`src/rtl/world_time_pkg.sv`:
```
// Shared types and constants for the multi-zone world clock converter.
// The optional half-hour zone support is enabled with WORLD_TIME_HALF_HOUR_EN.
package world_time_pkg;

    localparam int HOURS_PER_DAY = 24;
    localparam int MINS_PER_HOUR = 60;

    typedef logic [3:0]        bcd_t;
    typedef logic signed [5:0] offset_t;

    // Two's-complement day offset: -1, 0, +1.
    typedef enum logic [1:0] {
        DAY_SAME = 2'b00,
        DAY_NEXT = 2'b01,
        DAY_PREV = 2'b11
    } day_ofs_t;

    // Digit value shown when the input time is invalid.
    localparam bcd_t BCD_BLANK = 4'hF;

    // Four zones, zone 0 in the LSBs: 0, -9, -14, -17 hours.
    localparam logic [23:0] DEFAULT_OFFSET_TABLE = {-6'sd17, -6'sd14, -6'sd9, 6'sd0};

endpackage

```
`src/rtl/world_time_multi_if.sv`:
```
// Display-path bus of the world clock: home time in, zone time out.
// With WORLD_TIME_HALF_HOUR_EN the minute input and minute digits are added.
interface world_time_multi_if #(
    parameter int ZONE_W = 3
);
    logic [6:0]        HOUR;
    logic              W_SELECT;
    logic              AUTO;
    logic              TICK;
    logic [ZONE_W-1:0] W_COUNT;
    logic [3:0]        HOUR_W10;
    logic [3:0]        HOUR_W1;
    logic [1:0]        DAY_OFS;
    logic              HOUR_ERR;
`ifdef WORLD_TIME_HALF_HOUR_EN
    logic [5:0]        MIN;
    logic [3:0]        MIN_W10;
    logic [3:0]        MIN_W1;

    modport master (
        output HOUR, W_SELECT, AUTO, TICK, MIN,
        input  W_COUNT, HOUR_W10, HOUR_W1, DAY_OFS, HOUR_ERR, MIN_W10, MIN_W1
    );
    modport slave (
        input  HOUR, W_SELECT, AUTO, TICK, MIN,
        output W_COUNT, HOUR_W10, HOUR_W1, DAY_OFS, HOUR_ERR, MIN_W10, MIN_W1
    );
`else
    modport master (
        output HOUR, W_SELECT, AUTO, TICK,
        input  W_COUNT, HOUR_W10, HOUR_W1, DAY_OFS, HOUR_ERR
    );
    modport slave (
        input  HOUR, W_SELECT, AUTO, TICK,
        output W_COUNT, HOUR_W10, HOUR_W1, DAY_OFS, HOUR_ERR
    );
`endif
endinterface

```
`src/rtl/wt_bcd_split.sv`:
```
// Combinational binary (0..59) to two-digit BCD converter.
module wt_bcd_split
    import world_time_pkg::*;
(
    input  logic [5:0] bin_i,
    output bcd_t       tens_o,
    output bcd_t       ones_o
);

    logic [5:0] base;

    // Pick the tens digit by range, then the ones digit is the remainder.
    always_comb begin
        // NOTE: every output of a combinational block gets a value on every path, otherwise a latch is inferred.
        if (bin_i >= 6'd50) begin
            tens_o = 4'd5;
            base   = 6'd50;
        end else if (bin_i >= 6'd40) begin
            tens_o = 4'd4;
            base   = 6'd40;
        end else if (bin_i >= 6'd30) begin
            tens_o = 4'd3;
            base   = 6'd30;
        end else if (bin_i >= 6'd20) begin
            tens_o = 4'd2;
            base   = 6'd20;
        end else if (bin_i >= 6'd10) begin
            tens_o = 4'd1;
            base   = 6'd10;
        end else begin
            tens_o = 4'd0;
            base   = 6'd0;
        end
        ones_o = 4'(bin_i - base);
    end

endmodule

```
`src/rtl/world_time_multi.sv`:
```
// Multi-zone world clock converter: selects a zone (button or auto-scroll),
// adds its hour offset to the home hour and registers BCD digits plus a day offset.
// Optional half-hour zones and minute digits: define WORLD_TIME_HALF_HOUR_EN.
module world_time_multi
    import world_time_pkg::*;
#(
    parameter int                   N_ZONES      = 4,
    parameter int                   ZONE_W       = 3,
    parameter logic [6*N_ZONES-1:0] OFFSET_TABLE = DEFAULT_OFFSET_TABLE,
`ifdef WORLD_TIME_HALF_HOUR_EN
    parameter logic [N_ZONES-1:0]   HALF_MASK    = '0,
`endif
    parameter int                   SCROLL_TICKS = 5
) (
    input  logic              CLK,
    input  logic              RESET,
    world_time_multi_if.slave bus
);

    localparam logic [ZONE_W-1:0]  ZONE_LAST   = ZONE_W'(N_ZONES - 1);
    localparam logic [7:0]         SCROLL_LAST = 8'(SCROLL_TICKS - 1);
    localparam logic signed [7:0]  DAY_HOURS   = 8'(HOURS_PER_DAY);

    logic              sel_q;
    logic [7:0]        scroll_q, scroll_d;
    logic [ZONE_W-1:0] w_count_q, w_count_d;
    bcd_t              hour_w10_q, hour_w10_d;
    bcd_t              hour_w1_q, hour_w1_d;
    day_ofs_t          day_ofs_q, day_ofs_d;
    logic              hour_err_q, hour_err_d;

    logic              press;
    logic              roll;
    offset_t           off;
    logic              carry;
    logic signed [7:0] hour_s, ofs_s, carry_s, sum;
    logic [5:0]        hour_bin;
    bcd_t              hour_tens, hour_ones;

`ifdef WORLD_TIME_HALF_HOUR_EN
    bcd_t              min_w10_q, min_w10_d;
    bcd_t              min_w1_q, min_w1_d;
    logic              half;
    logic [6:0]        min_sum;
    logic [5:0]        min_bin;
    bcd_t              min_tens, min_ones;
`endif

    // One pulse per rising edge of the button; a scroll roll-over on the last tick.
    assign press = bus.W_SELECT & ~sel_q;
    assign roll  = bus.AUTO & bus.TICK & (scroll_q == SCROLL_LAST);

    // Zone index and scroll counter next state; press and roll together advance once.
    always_comb begin
        w_count_d = w_count_q;
        if (press || roll) begin
            w_count_d = (w_count_q == ZONE_LAST) ? '0 : w_count_q + 1'b1;
        end
        if (!bus.AUTO || press || roll) begin
            scroll_d = '0;
        end else if (bus.TICK) begin
            scroll_d = scroll_q + 8'd1;
        end else begin
            scroll_d = scroll_q;
        end
    end

`ifdef WORLD_TIME_HALF_HOUR_EN
    // Minute path: optional +30 min, carrying into the hour before the day wrap.
    always_comb begin
        half = 1'b0;
        for (int z = 0; z < N_ZONES; z++) begin
            if (w_count_q == ZONE_W'(z)) half = HALF_MASK[z];
        end
        min_sum = {1'b0, bus.MIN} + (half ? 7'd30 : 7'd0);
        if (min_sum >= 7'(MINS_PER_HOUR)) begin
            min_bin = 6'(min_sum - 7'(MINS_PER_HOUR));
            carry   = 1'b1;
        end else begin
            min_bin = 6'(min_sum);
            carry   = 1'b0;
        end
    end

    wt_bcd_split u_min_bcd (
        .bin_i  (min_bin),
        .tens_o (min_tens),
        .ones_o (min_ones)
    );
`else
    assign carry = 1'b0;
`endif

    // Hour path: signed sum of home hour and zone offset, wrapped into one day.
    always_comb begin
        off = '0;
        for (int z = 0; z < N_ZONES; z++) begin
            if (w_count_q == ZONE_W'(z)) off = offset_t'(OFFSET_TABLE[6*z +: 6]);
        end
        hour_s  = {1'b0, bus.HOUR};
        ofs_s   = {{2{off[5]}}, off};
        carry_s = {7'd0, carry};
        sum     = hour_s + ofs_s + carry_s;
        if (sum < 8'sd0) begin
            hour_bin  = 6'(sum + DAY_HOURS);
            day_ofs_d = DAY_PREV;
        end else if (sum >= DAY_HOURS) begin
            hour_bin  = 6'(sum - DAY_HOURS);
            day_ofs_d = DAY_NEXT;
        end else begin
            hour_bin  = 6'(sum);
            day_ofs_d = DAY_SAME;
        end

        hour_err_d = (bus.HOUR >= 7'(HOURS_PER_DAY));
`ifdef WORLD_TIME_HALF_HOUR_EN
        hour_err_d = hour_err_d | (bus.MIN >= 6'(MINS_PER_HOUR));
        min_w10_d  = min_tens;
        min_w1_d   = min_ones;
`endif
        hour_w10_d = hour_tens;
        hour_w1_d  = hour_ones;
        if (hour_err_d) begin
            hour_w10_d = BCD_BLANK;
            hour_w1_d  = BCD_BLANK;
            day_ofs_d  = DAY_SAME;
`ifdef WORLD_TIME_HALF_HOUR_EN
            min_w10_d  = BCD_BLANK;
            min_w1_d   = BCD_BLANK;
`endif
        end
    end

    wt_bcd_split u_hour_bcd (
        .bin_i  (hour_bin),
        .tens_o (hour_tens),
        .ones_o (hour_ones)
    );

    // State and output registers; reset wins over press and tick.
    always_ff @(posedge CLK) begin
        // NOTE: reset is sampled on the clock edge only, so it is tested inside the clocked block, not in the sensitivity list.
        if (RESET) begin
            sel_q      <= 1'b0;
            scroll_q   <= '0;
            w_count_q  <= '0;
            hour_w10_q <= '0;
            hour_w1_q  <= '0;
            day_ofs_q  <= DAY_SAME;
            hour_err_q <= 1'b0;
`ifdef WORLD_TIME_HALF_HOUR_EN
            min_w10_q  <= '0;
            min_w1_q   <= '0;
`endif
        end else begin
            // NOTE: clocked state uses non-blocking assignment so every register samples pre-edge values.
            sel_q      <= bus.W_SELECT;
            scroll_q   <= scroll_d;
            w_count_q  <= w_count_d;
            hour_w10_q <= hour_w10_d;
            hour_w1_q  <= hour_w1_d;
            day_ofs_q  <= day_ofs_d;
            hour_err_q <= hour_err_d;
`ifdef WORLD_TIME_HALF_HOUR_EN
            min_w10_q  <= min_w10_d;
            min_w1_q   <= min_w1_d;
`endif
        end
    end

    assign bus.W_COUNT  = w_count_q;
    assign bus.HOUR_W10 = hour_w10_q;
    assign bus.HOUR_W1  = hour_w1_q;
    assign bus.DAY_OFS  = day_ofs_q;
    assign bus.HOUR_ERR = hour_err_q;
`ifdef WORLD_TIME_HALF_HOUR_EN
    assign bus.MIN_W10  = min_w10_q;
    assign bus.MIN_W1   = min_w1_q;
`endif

endmodule

```
`src/flat_wrapper.sv`:
```
// flat-port wrapper written by rule: the top's interface ports become plain ports
module world_time_multi_flat import world_time_pkg::*;
#(
    parameter int                   N_ZONES      = 4,
    parameter int                   ZONE_W       = 3,
    parameter logic [6*N_ZONES-1:0] OFFSET_TABLE = DEFAULT_OFFSET_TABLE,

    parameter int                   SCROLL_TICKS = 5
)
  (CLK, RESET, bus_HOUR, bus_W_SELECT, bus_AUTO, bus_TICK, bus_W_COUNT, bus_HOUR_W10, bus_HOUR_W1, bus_DAY_OFS, bus_HOUR_ERR);
  world_time_multi_if #(.ZONE_W(ZONE_W)) bus_i ();
  input  logic CLK;
  input  logic RESET;
  input wire logic [$bits(bus_i.HOUR)-1:0] bus_HOUR;
  input wire logic [$bits(bus_i.W_SELECT)-1:0] bus_W_SELECT;
  input wire logic [$bits(bus_i.AUTO)-1:0] bus_AUTO;
  input wire logic [$bits(bus_i.TICK)-1:0] bus_TICK;
  output wire logic [$bits(bus_i.W_COUNT)-1:0] bus_W_COUNT;
  output wire logic [$bits(bus_i.HOUR_W10)-1:0] bus_HOUR_W10;
  output wire logic [$bits(bus_i.HOUR_W1)-1:0] bus_HOUR_W1;
  output wire logic [$bits(bus_i.DAY_OFS)-1:0] bus_DAY_OFS;
  output wire logic [$bits(bus_i.HOUR_ERR)-1:0] bus_HOUR_ERR;
  assign bus_i.HOUR = bus_HOUR;
  assign bus_i.W_SELECT = bus_W_SELECT;
  assign bus_i.AUTO = bus_AUTO;
  assign bus_i.TICK = bus_TICK;
  assign bus_W_COUNT = bus_i.W_COUNT;
  assign bus_HOUR_W10 = bus_i.HOUR_W10;
  assign bus_HOUR_W1 = bus_i.HOUR_W1;
  assign bus_DAY_OFS = bus_i.DAY_OFS;
  assign bus_HOUR_ERR = bus_i.HOUR_ERR;
  world_time_multi #(.N_ZONES(N_ZONES), .ZONE_W(ZONE_W), .OFFSET_TABLE(OFFSET_TABLE), .SCROLL_TICKS(SCROLL_TICKS)) u_core (.CLK(CLK), .RESET(RESET), .bus(bus_i));
endmodule
```
`config.mk`:
```
export PLATFORM = sky130hd
export DESIGN_NAME = world_time_multi_flat
export DESIGN_NICKNAME = d
export VERILOG_FILES = /design/src/rtl/world_time_pkg.sv /design/src/rtl/world_time_multi_if.sv /design/src/rtl/wt_bcd_split.sv /design/src/rtl/world_time_multi.sv /design/src/flat_wrapper.sv
export SDC_FILE = /design/constraint.sdc
export NUM_CORES = 1
export LEC_CHECK = 0
export BUFFER_PORTS_ARGS = -buffer_cell sky130_fd_sc_hd__buf_2
export CORE_UTILIZATION = 51
export DETAILED_ROUTE_END_ITERATION = 12
export PLACE_DENSITY = 0.76
export SYNTH_ARGS = -nofsm -noshare
export SYNTH_HDL_FRONTEND = slang
export SYNTH_SLANG_ARGS = --single-unit
export TNS_END_PERCENT = 10
```
`constraint.sdc`:
```
create_clock -name CLK -period 5.25 [get_ports CLK]
set_input_delay 0.2625 -clock CLK [delete_from_list [all_inputs] [get_ports CLK]]
set_output_delay 0.2625 -clock CLK [all_outputs]
set_load 0.01 [all_outputs]
```
Word level (Yosys, flattened, before mapping)
Cells that the tools add are included.

word-level totals
  register bits = 23
  output and inout port bits = 14

operators by class
  $add $sub $neg = 6
  $lt $le $gt $ge = 8
  equal/unequal tests = 4
  mux-type cells = 20
  bitwise gates (word level) = 4
  reductions and logical operators = 6

operators by type and width
  operator                                                     count
  2-to-1 mux 6 bit                                             5
  2-to-1 mux 4 bit                                             7
  >= comparator 6 x 5 -> 1 bit (second input constant)         2
  >= comparator 6 bit (second input constant)                  2
  2-to-1 mux 3 bit                                             3
  adder 8 x 1 -> 8 bit (second input constant)                 1
  adder 8 x 6 -> 8 bit                                         1
  equality test 8 x 3 -> 1 bit (second input constant)         1
  >= comparator 8 x 6 -> 1 bit (second input constant)         1
  less-than comparator 8 x 1 -> 1 bit (second input constant)  1
  >= comparator 7 x 5 -> 1 bit (second input constant)         1
  adder 6 bit (second input constant)                          1
  equality test 3 x 2 -> 1 bit (second input constant)         2
  >= comparator 6 x 4 -> 1 bit (second input constant)         1
  2-to-1 mux 2 bit                                             3
  subtractor 6 bit (second input constant)                     1
  OR reduction 2 bit                                           2
  subtractor 4 bit                                             1
  adder 3 x 1 -> 3 bit (second input constant)                 1
  AND 1 bit                                                    3
  equality test 3 x 1 -> 1 bit (second input constant)         1
  logical OR 1 bit                                             3
  2-to-1 mux 1 bit                                             2
  zero test 1 bit                                              1
  inverter 1 bit                                               1

Longest topological paths before layout
Gate-level depths: netlist of run 1.

  depth in word-level cells = 16
  depth in mapped cells = 24
  depth with buffers taken out = 23

Hierarchy
Synthesis of run 1 repeated with hierarchy kept, for this count alone.

unflattened totals
  cell total of the unflattened synthesis = 193
  area total of the unflattened synthesis = 1654.1 um^2

modules (own cells, without submodules)
  module            instances  cells each  area an instance (um^2)
  world_time_multi  1          157         1373.8
  wt_bcd_split      1          36          280.3

Worst setup path after synthesis of run 1
No wires, ideal clock.

  kind = register to register
  start point = register u_core.w_count_q[0], in the netlist u_core.bus.W_COUNT[0]
  end point = register u_core.hour_w1_q[3], in the netlist u_core.bus.HOUR_W1[3]
  setup time = 141 ps
  arrival = 4972 ps
  data required time = 5109 ps
  path slack = 137 ps
  cell stages (with the launch flop) = 23
  path buffers = 1
  clock period less this slack = 5113 ps
  cells stage by stage = dfxtp_1 ha_1 nor3_1 or2_2 clkbuf_1 xnor2_1 ha_1 nor4_1 o41ai_1 maj3_1 xor2_1 ha_1 a31o_4 or2_4 o311ai_4 maj3_1 a2bb2oi_1 o21bai_1 ha_1 inv_1 fa_1 xnor2_1 a21oi_1

between the ends
  cells in the longest elaborated chain, start to end = 16
  elaborated cells on any way between the ends = 25
  those cells by class = add/sub (4); order compare (7); eq/ne (3); mux (11)

ends and longest elaborated chain
  element                                                           line                                              source
  start, declared                                                   world_time_multi.sv:26                            logic [ZONE_W-1:0] w_count_q, w_count_d;
  start signal, assigned                                            world_time_multi.sv:159                           w_count_q <= w_count_d;
  equality test 3 x 1 -> 1 bit                                      world_time_multi.sv:98                            if (w_count_q == ZONE_W'(z)) off = offset_t'(OFFSET_TABLE[6*z +: 6]);
  2-to-1 mux 6 bit (2 in a row)                                     world_time_multi.sv:98
  2-to-1 mux 6 bit *                                                world_time_multi.sv:98
  adder 8 x 6 -> 8 bit *                                            world_time_multi.sv:103                           sum = hour_s + ofs_s + carry_s;
  >= comparator 8 x 6 -> 1 bit or subtractor 6 bit (tied branches)  world_time_multi.sv:107, world_time_multi.sv:108
  2-to-1 mux 6 bit                                                  world_time_multi.sv:107                           end else if (sum >= DAY_HOURS) begin
  2-to-1 mux 6 bit *                                                world_time_multi.sv:104                           if (sum < 8'sd0) begin
  >= comparator 6 x 4 -> 1 bit                                      wt_bcd_split.sv:27                                end else if (bin_i >= 6'd10) begin
  2-to-1 mux 4 bit                                                  wt_bcd_split.sv:27
  2-to-1 mux 4 bit                                                  wt_bcd_split.sv:24                                end else if (bin_i >= 6'd20) begin
  2-to-1 mux 4 bit                                                  wt_bcd_split.sv:21                                end else if (bin_i >= 6'd30) begin
  2-to-1 mux 4 bit                                                  wt_bcd_split.sv:18                                end else if (bin_i >= 6'd40) begin
  2-to-1 mux 4 bit                                                  wt_bcd_split.sv:15                                if (bin_i >= 6'd50) begin
  subtractor 4 bit *                                                wt_bcd_split.sv:34                                ones_o = 4'(bin_i - base);
  2-to-1 mux 4 bit *                                                world_time_multi.sv:123                           if (hour_err_d) begin
  end signal, assigned                                              world_time_multi.sv:161                           hour_w1_q <= hour_w1_d;
  end, declared                                                     world_time_multi.sv:28                            bcd_t hour_w1_q, hour_w1_d;

Mark *: on every way between the ends. The rest lies on a longest branch, timed or not.
A chain may end at the register's enable or synchronous reset.

Worst setup path after layout of run 1
Same ends and word-level chain as after synthesis.

==> results of run 1 <==
-- metrics by stage --
step                      instance area [sq um]   util
final                                      1920  0.628
after global routing                       1920  0.628
after global placement                     1810  0.593
after floorplan                            1630      -
after detailed placement                   1810  0.593
after CTS                                  1860  0.610
-- Yosys cell counts, drive strengths merged (2+ instances only) --
master	count
and3	2
or3	3
maj3	3
a21oi	8
o31ai	3
inv	14
mux2i	3
and2	2
clkbuf	4
nor4	2
xor2	7
ha	13
dfxtp	22
o311ai	3
nor2b	5
nor2	25
or2	3
nor3	13
nand2b	2
nand3	2
xnor2	10
nand4	4
a22oi	2
nand2	10
-- kinds of logic after synthesis --
logic type               after synthesis  synth area share
adder cells (fa/ha/maj)               17             0.131
flip-flops                            22             0.270
XOR/XNOR                              17            0.0914
buffers and inverters                 19            0.0461
AND/OR/NAND/NOR                       77             0.241
multiplexers                           4            0.0253
AO/OA/AOI/OAI                         34             0.195
-- final timing paths --
kind,end,cells past startpoint,slack (ps)
worst max-delay path,u_core.bus.HOUR_W1[3]$_SDFF_PP0_,20,250
worst min-delay path,u_core.sel_q$_SDFF_PP0_,2,190
worst max register to register,u_core.bus.HOUR_W1[3]$_SDFF_PP0_,20,250
worst min register to register,u_core.bus.W_COUNT[1]$_SDFFE_PP0P_,2,520
-- sequential cells by signal, indices dropped and copies added, names as in the netlist --
name                 flops
u_core.bus.DAY_OFS       2
u_core.bus.HOUR_ERR      1
u_core.bus.HOUR_W1       4
u_core.bus.HOUR_W10      3
u_core.bus.W_COUNT       3
u_core.scroll_q          8
u_core.sel_q             1
-- worst max-delay path, delay by kind of cell, from the launching register on --
| kind | cells | cell delay [ps] |
|---|---|---|
| AOI/OAI and AO/OA | 5 | 1090 |
| xor gates and xnor gates | 2 | 420 |
| adders and majority gates | 5 | 1590 |
| buffers and inverters | 2 | 130 |
| DFF | 1 | 430 |
| muxes | 1 | 400 |
| and+or+nand+nor | 5 | 800 |
-- routing by layer --
layer	up-vias	wire length, um
met4	0	38
met1	664	1670
met3	4	119
li1	742	-
met2	34	1650
met5	-	0
-- power groups by stage --
| stage | logic, mW | registers [mW] | clock network, mW |
|---|---|---|---|
| detailed placement | 0.328 | 0.186 | 0 |
| finish | 0.374 | 0.182 | 0.125 |
| global route | 0.409 | 0.183 | 0.138 |
| global placement | 0.326 | 0.186 | 0 |
| floorplan | 0.258 | 0.192 | 0 |
| CTS | 0.331 | 0.182 | 0.129 |
-- timing repair --
| action | in CTS | in global routing |
|---|---|---|
| resized for setup | 0 | 4 |
| setup buffers | 0 | 3 |
| endpoints found under the setup margin | 0 | 2 |
-- final cells by class --
cell class                 count  share of cell area
clock inverter                 1              0.0157
multi-input combinational    149               0.598
inverter                      14              0.0274
timing repair buffer          31              0.0888
clock buffer                   3              0.0117
sequential                    22               0.230
tap                           44              0.0287
==> metrics, run 1 <==
Switch Pwr 0.254 mW; fraction of registers with async set/reset 0; First-pass DRT Iterations 4; HP Start bus_W_SELECT; peak supply drop 0.000145 V; Least-Margin Pin Slew 780 ps; clk_lat worst skew 300 ps; die height 58.5 um; pwr dens 355 nW/um^2; Root Driver clkbuf_4; multi-input logic area 1150 sq um; Register Area between 400 and 500 sq um; Clock Skews 2.88 ps; Leakage Power around 0.83 nW; worst path cell trace inv_1 > ha_1 > nor2_1 > nor3_1 > ha_1 > and4b_1 > a311o_1 > a2111o_1 > maj3_1 > xor2_2 > nor3_2 > mux2_1 > nand2_1 > o311a_1 > o21bai_1 > ha_1 > inv_1 > fa_1 > xnor2_1 > a21oi_1; RR Startpoint u_core.bus.W_COUNT[0]$_SDFFE_PP0P_; detailed-route via count 1444; Initial Utilization 0.534; share of cells above drive strength 1 0.205; top_reg_cell synth dfxtp_1; Int Pwr 0.427 mW; Setup WS post-layout 255 ps; count of state elements after synthesis 22; routed length per placed instance 13.2 um; Post-synth EDFFs 0; Final period util 0.951; Mapped Avg Cell Area 8.57 sq um; CTS tree yes; crit path from u_core.bus.W_COUNT[0]$_SDFFE_PP0P_; startpoint types flip-flop; Nets 247; Synth top area share 0.270; Initial DRC Count 23; Rows 20; DRT Wirelength 3.47 mm; dominant cell type by area after synthesis dfxtp_1; status finished, final reports clean; vias in the first global route between 1000 and 1500; met2 Track Usage GR 0.348; Synth Instances 190; P&R area growth vs syn 17.7%; initial antenna violation count 0; largest net degree at the start of global routing 16; Slew HR 0.477; Fmax achieved 0.200 GHz; Max Cap Viol 0; Hold WS 192 ps; synth unique cells 54; setup violators final 0; combinational power share 0.549; GRT overflow 0; crit end category flip-flop; clock network power share 0.183; critical path's most frequent cell ha_1; Post-Synthesis Cell Area 1630 sq um; Design Power between 0.6 and 0.7 mW; GPL Wtd Cong a little under 0.9; Setup TNS 0 ps; commonest non-fill, non-tap cells in the layout nor2_1 (25), buf_2 (25), dfxtp_1 (22); Num CTS Buffers 3; placed cells about 260; fillers 291; min cycle time layout approximately 5000 ps; via/cell ratio 5.47; clk sink count 22; first-pass GRT wire length 5.38 mm; Sequential Power Share 0.268; H-tree depth 1; CTS max path bufs 2; # hold bufs at CTS 0; met1 Usage GRT 0.266; CP max FO 7; HP Class input port to flip-flop; Yosys warnings 0; max-slew violation count 0; Inserted Diodes 0; Sw Ratio 0.373; CTS clock-pin slew for the worst setup and hold paths 110 ps; final non-filler cell total between 200 and 300; total track usage 0.203; Max stage delay cell, worst path dfxtp_1; synth top area cells dfxtp_1 (27%), ha_1 (10%), nor2_1 (5.8%); Critical Path AT 5160 ps; critical path class flip-flop to flip-flop; Critical Path RT roughly 5400 ps; HPWL Detailed 2.62 mm; Die ar. 3420 sq um; IO Pins 26; syn nets 216; DP Worst Slack between 100 and 150 ps; Slowest Stage Delay on Critical Path 430 ps; M3 GR Usage 0.0264; Die X 58.5 um; Most Used Layer, Global Route met2; final hold violation count 0; core area 3050 sq um; register area share after synthesis 0.270; DRC errors left 0; PortBufs 25; antenna viol nets, final 0
Power figures use the tool's default switching activity.
==> run 2: changes to the inputs <==
--- a/config.mk
+++ b/config.mk
@@ -8,7 +8,10 @@
 export BUFFER_PORTS_ARGS = -buffer_cell sky130_fd_sc_hd__buf_2
 export CORE_UTILIZATION = 51
 export DETAILED_ROUTE_END_ITERATION = 12
+export GPL_ROUTABILITY_DRIVEN = 1
 export PLACE_DENSITY = 0.76
+export SETUP_SLACK_MARGIN = 0.4
+export SLEW_MARGIN = 5
 export SYNTH_ARGS = -nofsm -noshare
 export SYNTH_HDL_FRONTEND = slang
 export SYNTH_SLANG_ARGS = --single-unit
==> run 2 against run 1 <==
Count of clock-buffer cells in the layout is the same. Register-to-register slack gained 150 ps. Sequential share of layout area shrank 2.3 points. Wire length grew 17%. Combinational power grew 24%. Critical path type unchanged. Critical endpoint is now u_core.bus.HOUR_W1[2]$_SDFF_PP0_. Largest power group unchanged.
==> metrics, run 2 (synthesis results as in run 1) <==
met2 Track Usage GR 0.411 (+0.0624); DRC errors left 0 (unchanged); peak supply drop 0.000176 V (+22%); Nets 255 (+3.2%); Initial DRC Count 57 (+150%); detailed-route via count 1563 (+8.2%); clk sink count 22 (unchanged); setup violators final 0 (unchanged); Most Used Layer, Global Route met2; HP Class input port to flip-flop; CTS tree yes; initial antenna violation count 0 (unchanged); pwr dens 355 nW/um^2 (about the same); Top reg by flops u_core.scroll_q; CTS max path bufs 2 (unchanged); vias in the first global route 1433 (+18%); Die X 58.5 um (unchanged); commonest non-fill, non-tap cells in the layout nor2_1 (25), buf_2 (25), dfxtp_1 (20); P&R area growth vs syn 33.2%; CTS clock-pin slew for the worst setup and hold paths 110 ps (about the same); HP Start bus_W_SELECT; min cycle time layout 4840 ps (-152 ps); RR Endpoint u_core.bus.HOUR_W1[2]$_SDFF_PP0_; flop-to-flop setup slack 410 ps (+150 ps); max-slew violation count 0 (unchanged); hold path endpoint u_core.sel_q$_SDFF_PP0_; HPWL Detailed 2.76 mm (+5.1%); # hold bufs at CTS 0 (unchanged); Final period util 0.922 (-0.0290); antenna viol nets, final 0 (unchanged); Max Cap Viol 0 (unchanged); worst reg2reg path depth 24 (+20%); GRT overflow 0 (unchanged); CP max FO 5 (-2); placed cells 255 (-0.78%); Root Driver clkbuf_4; startpoint types flip-flop; critical path class flip-flop to flip-flop; Critical Path RT 5450 ps (+30 ps); GPL Wtd Cong 0.859 (-1.7%); Slowest Stage Delay on Critical Path 400 ps (-30 ps); Initial Utilization 0.534 (unchanged); crit end category flip-flop; Bufs and invs on worst path 4 (+2); multi-input logic area 1330 sq um (+16%); IO Pins 26 (unchanged); routed length per placed instance 14.9 um (+13%); status finished, final reports clean; Clock Skews 6.44 ps (+3.56 ps); via/cell ratio 5.75 (+5.1%); Max stage delay cell, worst path fa_1; core area 3050 sq um (unchanged); met1 Usage GRT 0.282 (+0.0153); Worst path top cell family by delay adder cells; H-tree depth 1 (unchanged); Die ar. 3420 sq um (unchanged); worst path cell trace inv_1 > ha_4 > nor3_4 > or2_4 > xnor2_2 > ha_4 > nor2_1 > o41ai_2 > maj3_2 > xor2_4 > ha_4 > a31o_4 > or2_4 > o311ai_4 > buf_4 > buf_6 > nand2_1 > o311a_1 > o21bai_4 > ha_2 > inv_1 > fa_1 > nor2_1 > nor2_1; Num CTS Buffers 3 (unchanged); first-pass GRT wire length 6.13 mm (+14%); Setup TNS 0 ps (unchanged); Register Area 448 sq um (+1.7%); Inserted Diodes 0 (unchanged); M3 GR Usage 0.0462 (+0.0198); First-pass DRT Iterations 4 (unchanged); RR Startpoint u_core.bus.W_COUNT[1]$_SDFFE_PP0P_; clk_lat worst skew 300 ps (about the same); Slew HR 0.448 (-0.0287); total track usage 0.227 (+0.0237); Least-Margin Pin Slew 823 ps (+42.8 ps); fillers 224 (-23%); largest net degree at the start of global routing 16 (unchanged); Leakage Power 0.904 nW (+9.5%); die height 58.5 um (unchanged); Critical Path AT 5040 ps (-120 ps); DRT Wirelength 4.05 mm (+17%); share of cells above drive strength 1 0.333 (+0.129); final non-filler cell total 272 (+3.0%); hold path cells 2 (unchanged); RSZ-0062 raised after global routing no; Fmax achieved 0.206 GHz (+3.1%); final hold violation count 0 (unchanged); PortBufs 25 (unchanged); max FFs per register 8 (unchanged); Rows 20 (unchanged)
run 2: changes by cell type in the layout (fill, tap and decap cells not counted), sizes merged:
cell  change
buf       +8
run 2: worst max-delay path by stage:
stage,startpoint,endpoint,slack (ps),cells past startpoint
2_1_floorplan,u_core.bus.W_COUNT[0]$_SDFFE_PP0P_,u_core.bus.HOUR_W1[3]$_SDFF_PP0_,400,23
3_3_place_gp,u_core.bus.W_COUNT[0]$_SDFFE_PP0P_,u_core.bus.HOUR_W1[3]$_SDFF_PP0_,320,22
3_5_place_dp,u_core.bus.W_COUNT[0]$_SDFFE_PP0P_,u_core.bus.HOUR_W1[3]$_SDFF_PP0_,120,22
4_1_cts,u_core.bus.W_COUNT[0]$_SDFFE_PP0P_,u_core.bus.HOUR_W1[3]$_SDFF_PP0_,400,20
5_1_grt,u_core.bus.W_COUNT[1]$_SDFFE_PP0P_,u_core.bus.HOUR_W1[2]$_SDFF_PP0_,290,24
6_report,u_core.bus.W_COUNT[1]$_SDFFE_PP0P_,u_core.bus.HOUR_W1[2]$_SDFF_PP0_,410,24
run 2: worst reg2reg max path: stages, from the launching register on:
cell and delay, ps:
dfxtp_4 390, inv_1 100, ha_4 180, nor3_4 50, or2_4 260, xnor2_2 150
ha_4 190, nor2_1 260, o41ai_2 130, maj3_2 360, xor2_4 220, ha_4 190
a31o_4 270, or2_4 250, o311ai_4 300, buf_4 180, buf_6 100, nand2_1 50
o311a_1 140, o21bai_4 180, ha_2 190, inv_1 70, fa_1 400, nor2_1 110
nor2_1 50
run 2: area by class of cell:
cell class	count	share of cell area
multi-input cells	149	0.611
flip-flops and latches	22	0.206
repair buffers	39	0.108
inverters	14	0.0254
well taps	44	0.0254
clock inverters	1	0.0138
clock buffers	3	0.0104
run 2: per-stage QoR:
step	utilization	instance area [sq um]	hold WS, ps	setup slack (ps)	total power [mW]
floorplan	-	1690	334	401	0.464
CTS	0.649	1980	174	403	0.703
detailed placement	0.605	1850	497	123	0.532
global route	0.711	2170	181	287	0.818
global placement	0.605	1850	482	315	0.519
finish	0.711	2170	178	407	0.771
run 2: where the power goes:
part / internal (mW) / total [mW] / switching, mW
clock: 0.0771 / 0.123 / 0.0460
sequential: 0.178 / 0.184 / 0.00552
combinational: 0.228 / 0.464 / 0.236
run 2: what timing repair did:
item,CTS,global route
resized for setup,7,24
buffers inserted,6,7
endpoints found under the setup margin,2,2
gates cloned,0,0
pin swaps,5,20
run 2: routing by layer:
layer / vias up / wire (um)
met4: 0 / 18
met3: 4 / 206
met5: - / 0
li1: 758 / -
met2: 62 / 2100
met1: 739 / 1730
==> run 3: changes to the inputs <==
--- a/config.mk
+++ b/config.mk
@@ -11,7 +11,7 @@
 export GPL_ROUTABILITY_DRIVEN = 1
 export PLACE_DENSITY = 0.76
 export SETUP_SLACK_MARGIN = 0.4
-export SLEW_MARGIN = 5
+export SLEW_MARGIN = 20
 export SYNTH_ARGS = -nofsm -noshare
 export SYNTH_HDL_FRONTEND = slang
 export SYNTH_SLANG_ARGS = --single-unit
==> constraint.sdc (replaced) <==
create_clock -name CLK -period 4.4 [get_ports CLK]
set_input_delay 0.22 -clock CLK [delete_from_list [all_inputs] [get_ports CLK]]
set_output_delay 0.22 -clock CLK [all_outputs]
set_load 0.01 [all_outputs]
==> run 3 against run 2 <==
The flow now finishes with violations (setup timing). Power grew 34%. Combinational power grew 41%. Cell count grew 9.9%. Die area is the same. Critical path depth shrank 2. Cell area grew 9.5%. Register-to-register slack lost 610 ps. First-iteration DRC count grew 39%. Worst setup slack lost 610 ps.
==> metrics, run 3 (synthesis results as in run 1) <==
First-pass DRT Iterations 4 (unchanged); GPL Wtd Cong 0.922 (+7.3%); DRT Wirelength 4.31 mm (+6.4%); clk_lat worst skew 330 ps (+30 ps); CTS max path bufs 2 (unchanged); CTS clock-pin slew for the worst setup and hold paths 130 ps (+20 ps); setup violators final 2 (+2); worst reg2reg path depth 22 (-8.3%); RR Startpoint u_core.bus.W_COUNT[1]$_SDFFE_PP0P_; DP Worst Slack -376 ps (-499 ps); Critical Path AT 4810 ps (-230 ps); Switch Pwr 0.379 mW (+32%); Num CTS Buffers 3 (unchanged); crit end category flip-flop; share of cells above drive strength 1 0.435 (+0.102); detailed-route via count 1635 (+4.6%); Slew HR 0.497 (+0.0490); Least-Margin Pin Slew 750 ps (-73.1 ps); IO Pins 26 (unchanged); routed length per placed instance 14.4 um (-3.2%); first-pass GRT wire length 6.82 mm (+11%); Rows 20 (unchanged); startpoint types flip-flop; GRT overflow 0 (unchanged); hold path endpoint u_core.sel_q$_SDFF_PP0_; Inserted Diodes 0 (unchanged); CTS tree yes; Initial DRC Count 79 (+39%); final hold violation count 0 (unchanged); Fmax achieved 0.217 GHz (+5.2%); clock network power share 0.152 (-0.008); # hold bufs at CTS 0 (unchanged); Final period util 1.05 (+0.124); Sw Ratio 0.368 (-0.00496); Int Pwr 0.652 mW (+35%); initial antenna violation count 0 (unchanged); commonest non-fill, non-tap cells in the layout buf_4 (41), buf_2 (25), nor2_1 (23); hold path cells 2 (unchanged); failing checks setup timing; Initial Utilization 0.534 (unchanged); PortBufs 25 (unchanged); critical path class flip-flop to flip-flop; HP Class input port to flip-flop; Critical Path RT 4610 ps (-840 ps); P&R area growth vs syn 45.9%; RSZ-0062 raised after global routing yes; clk sink count 22 (unchanged); Die X 58.5 um (unchanged); H-tree depth 1 (unchanged); HPWL Detailed 3.19 mm (+16%); HP Start bus_W_SELECT; Max Cap Viol 0 (unchanged); Layout Utilization 0.778 (+0.0676); Design Power 1.03 mW (+34%); RR Endpoint u_core.bus.HOUR_W1[2]$_SDFF_PP0_; placed cells 287 (+13%); Sequential Power Share 0.213 (-0.025); die height 58.5 um (unchanged); total track usage 0.261 (+0.0344); largest net degree at the start of global routing 16 (unchanged); DRC errors left 0 (unchanged); max-slew violation count 0 (unchanged); Root Driver clkbuf_4; max FFs per register 8 (unchanged); Clock Skews 15.0 ps (+8.55 ps); Setup WS post-layout -202 ps (-610 ps); Die ar. 3420 sq um (unchanged); final non-filler cell total 299 (+9.9%); flop-to-flop setup slack -200 ps (-610 ps); via/cell ratio 5.47 (-4.8%); Top reg by flops u_core.scroll_q; peak supply drop 0.000206 V (+17%); min cycle time layout 4600 ps (-240 ps); pwr dens 434 nW/um^2 (+22%); core area 3050 sq um (unchanged); most common cell after layout, fill and taps aside buf_4; Nets 282 (+11%); status complete, but fails checks; antenna viol nets, final 0 (unchanged); CP max FO 4 (-1); combinational power share 0.636 (+0.034); vias in the first global route 1544 (+7.7%); Leakage Power 1.05 nW (+16%); Setup TNS -380 ps (-380 ps)
## run 3: cell count changes in the layout (fill, tap and decap cells not counted), moves of 2 or more
cell,delta
buf_4,+28
inv_1,-2
inv_2,+2
nor2_1,-2
## run 3: metrics by stage
step | hold slack, ps | cell area, sq um
5_1_grt | 120 | 2380
3_3_place_gp | 442 | 2170
3_5_place_dp | 471 | 2170
6_report | 117 | 2380
4_1_cts | 131 | 2350
2_1_floorplan | 292 | 1780
## run 3: final cells by class
class | instances | area (sq um)
multi-input cells | 149 | 1330
fillers | 217 | 677
flip-flops and latches | 22 | 448
repair buffers | 66 | 433
inverters | 14 | 55.1
well taps | 44 | 55.1
clock inverters | 1 | 30.0
clock buffers | 3 | 22.5
## run 3: critical path: stages, from the launching register on
cell	delay [ps]
dfxtp_4	400
inv_2	70
ha_4	160
nor3_4	50
or2_4	260
xnor2_2	130
ha_2	210
nor4_4	240
o41ai_2	130
maj3_2	360
xor2_4	170
ha_4	170
a31o_4	240
o311ai_4	290
o311ai_4	170
maj3_2	340
a2bb2oi_2	160
o21bai_2	80
ha_2	180
inv_2	50
fa_2	430
nor2_2	130
nor2_1	50
## run 3: worst max-delay path by stage
| stage | start | endpoint | slack, ps | cells past startpoint |
|---|---|---|---|---|
| 5_1_grt | u_core.bus.W_COUNT[0]$_SDFFE_PP0P_ | u_core.bus.HOUR_W1[2]$_SDFF_PP0_ | -390 | 22 |
| 3_3_place_gp | u_core.bus.W_COUNT[0]$_SDFFE_PP0P_ | u_core.bus.HOUR_W1[2]$_SDFF_PP0_ | -230 | 22 |
| 2_1_floorplan | u_core.bus.W_COUNT[0]$_SDFFE_PP0P_ | u_core.bus.HOUR_W1[2]$_SDFF_PP0_ | -340 | 23 |
| 3_5_place_dp | u_core.bus.W_COUNT[0]$_SDFFE_PP0P_ | u_core.bus.HOUR_W1[3]$_SDFF_PP0_ | -380 | 22 |
| 6_report | u_core.bus.W_COUNT[1]$_SDFFE_PP0P_ | u_core.bus.HOUR_W1[2]$_SDFF_PP0_ | -200 | 22 |
| 4_1_cts | u_core.bus.W_COUNT[1]$_SDFFE_PP0P_ | u_core.bus.HOUR_W1[2]$_SDFF_PP0_ | -210 | 22 |
## run 3: layer usage
layer,up-vias,GRT usage,part of all wire
met5,-,0,0
met4,0,0.0918,0.018
met3,7,0.0220,0.030
met2,49,0.458,0.51
met1,766,0.337,0.44
li1,813,-,-
## run 3: power by group through the flow
| stage | clock network, mW | registers (mW) | logic (mW) |
|---|---|---|---|
| after floorplan | 0 | 0.230 | 0.341 |
| after global placement | 0 | 0.223 | 0.510 |
| after detailed placement | 0 | 0.224 | 0.523 |
| after CTS | 0.155 | 0.219 | 0.616 |
| after global routing | 0.165 | 0.221 | 0.707 |
| final | 0.157 | 0.219 | 0.655 |
## run 3: what timing repair did
| action | CTS | global route |
|---|---|---|
| resized for setup | 13 | 6 |
| setup endpoints to repair | 5 | 6 |
| buffers inserted | 8 | 0 |
| pin swaps | 20 | 3 |
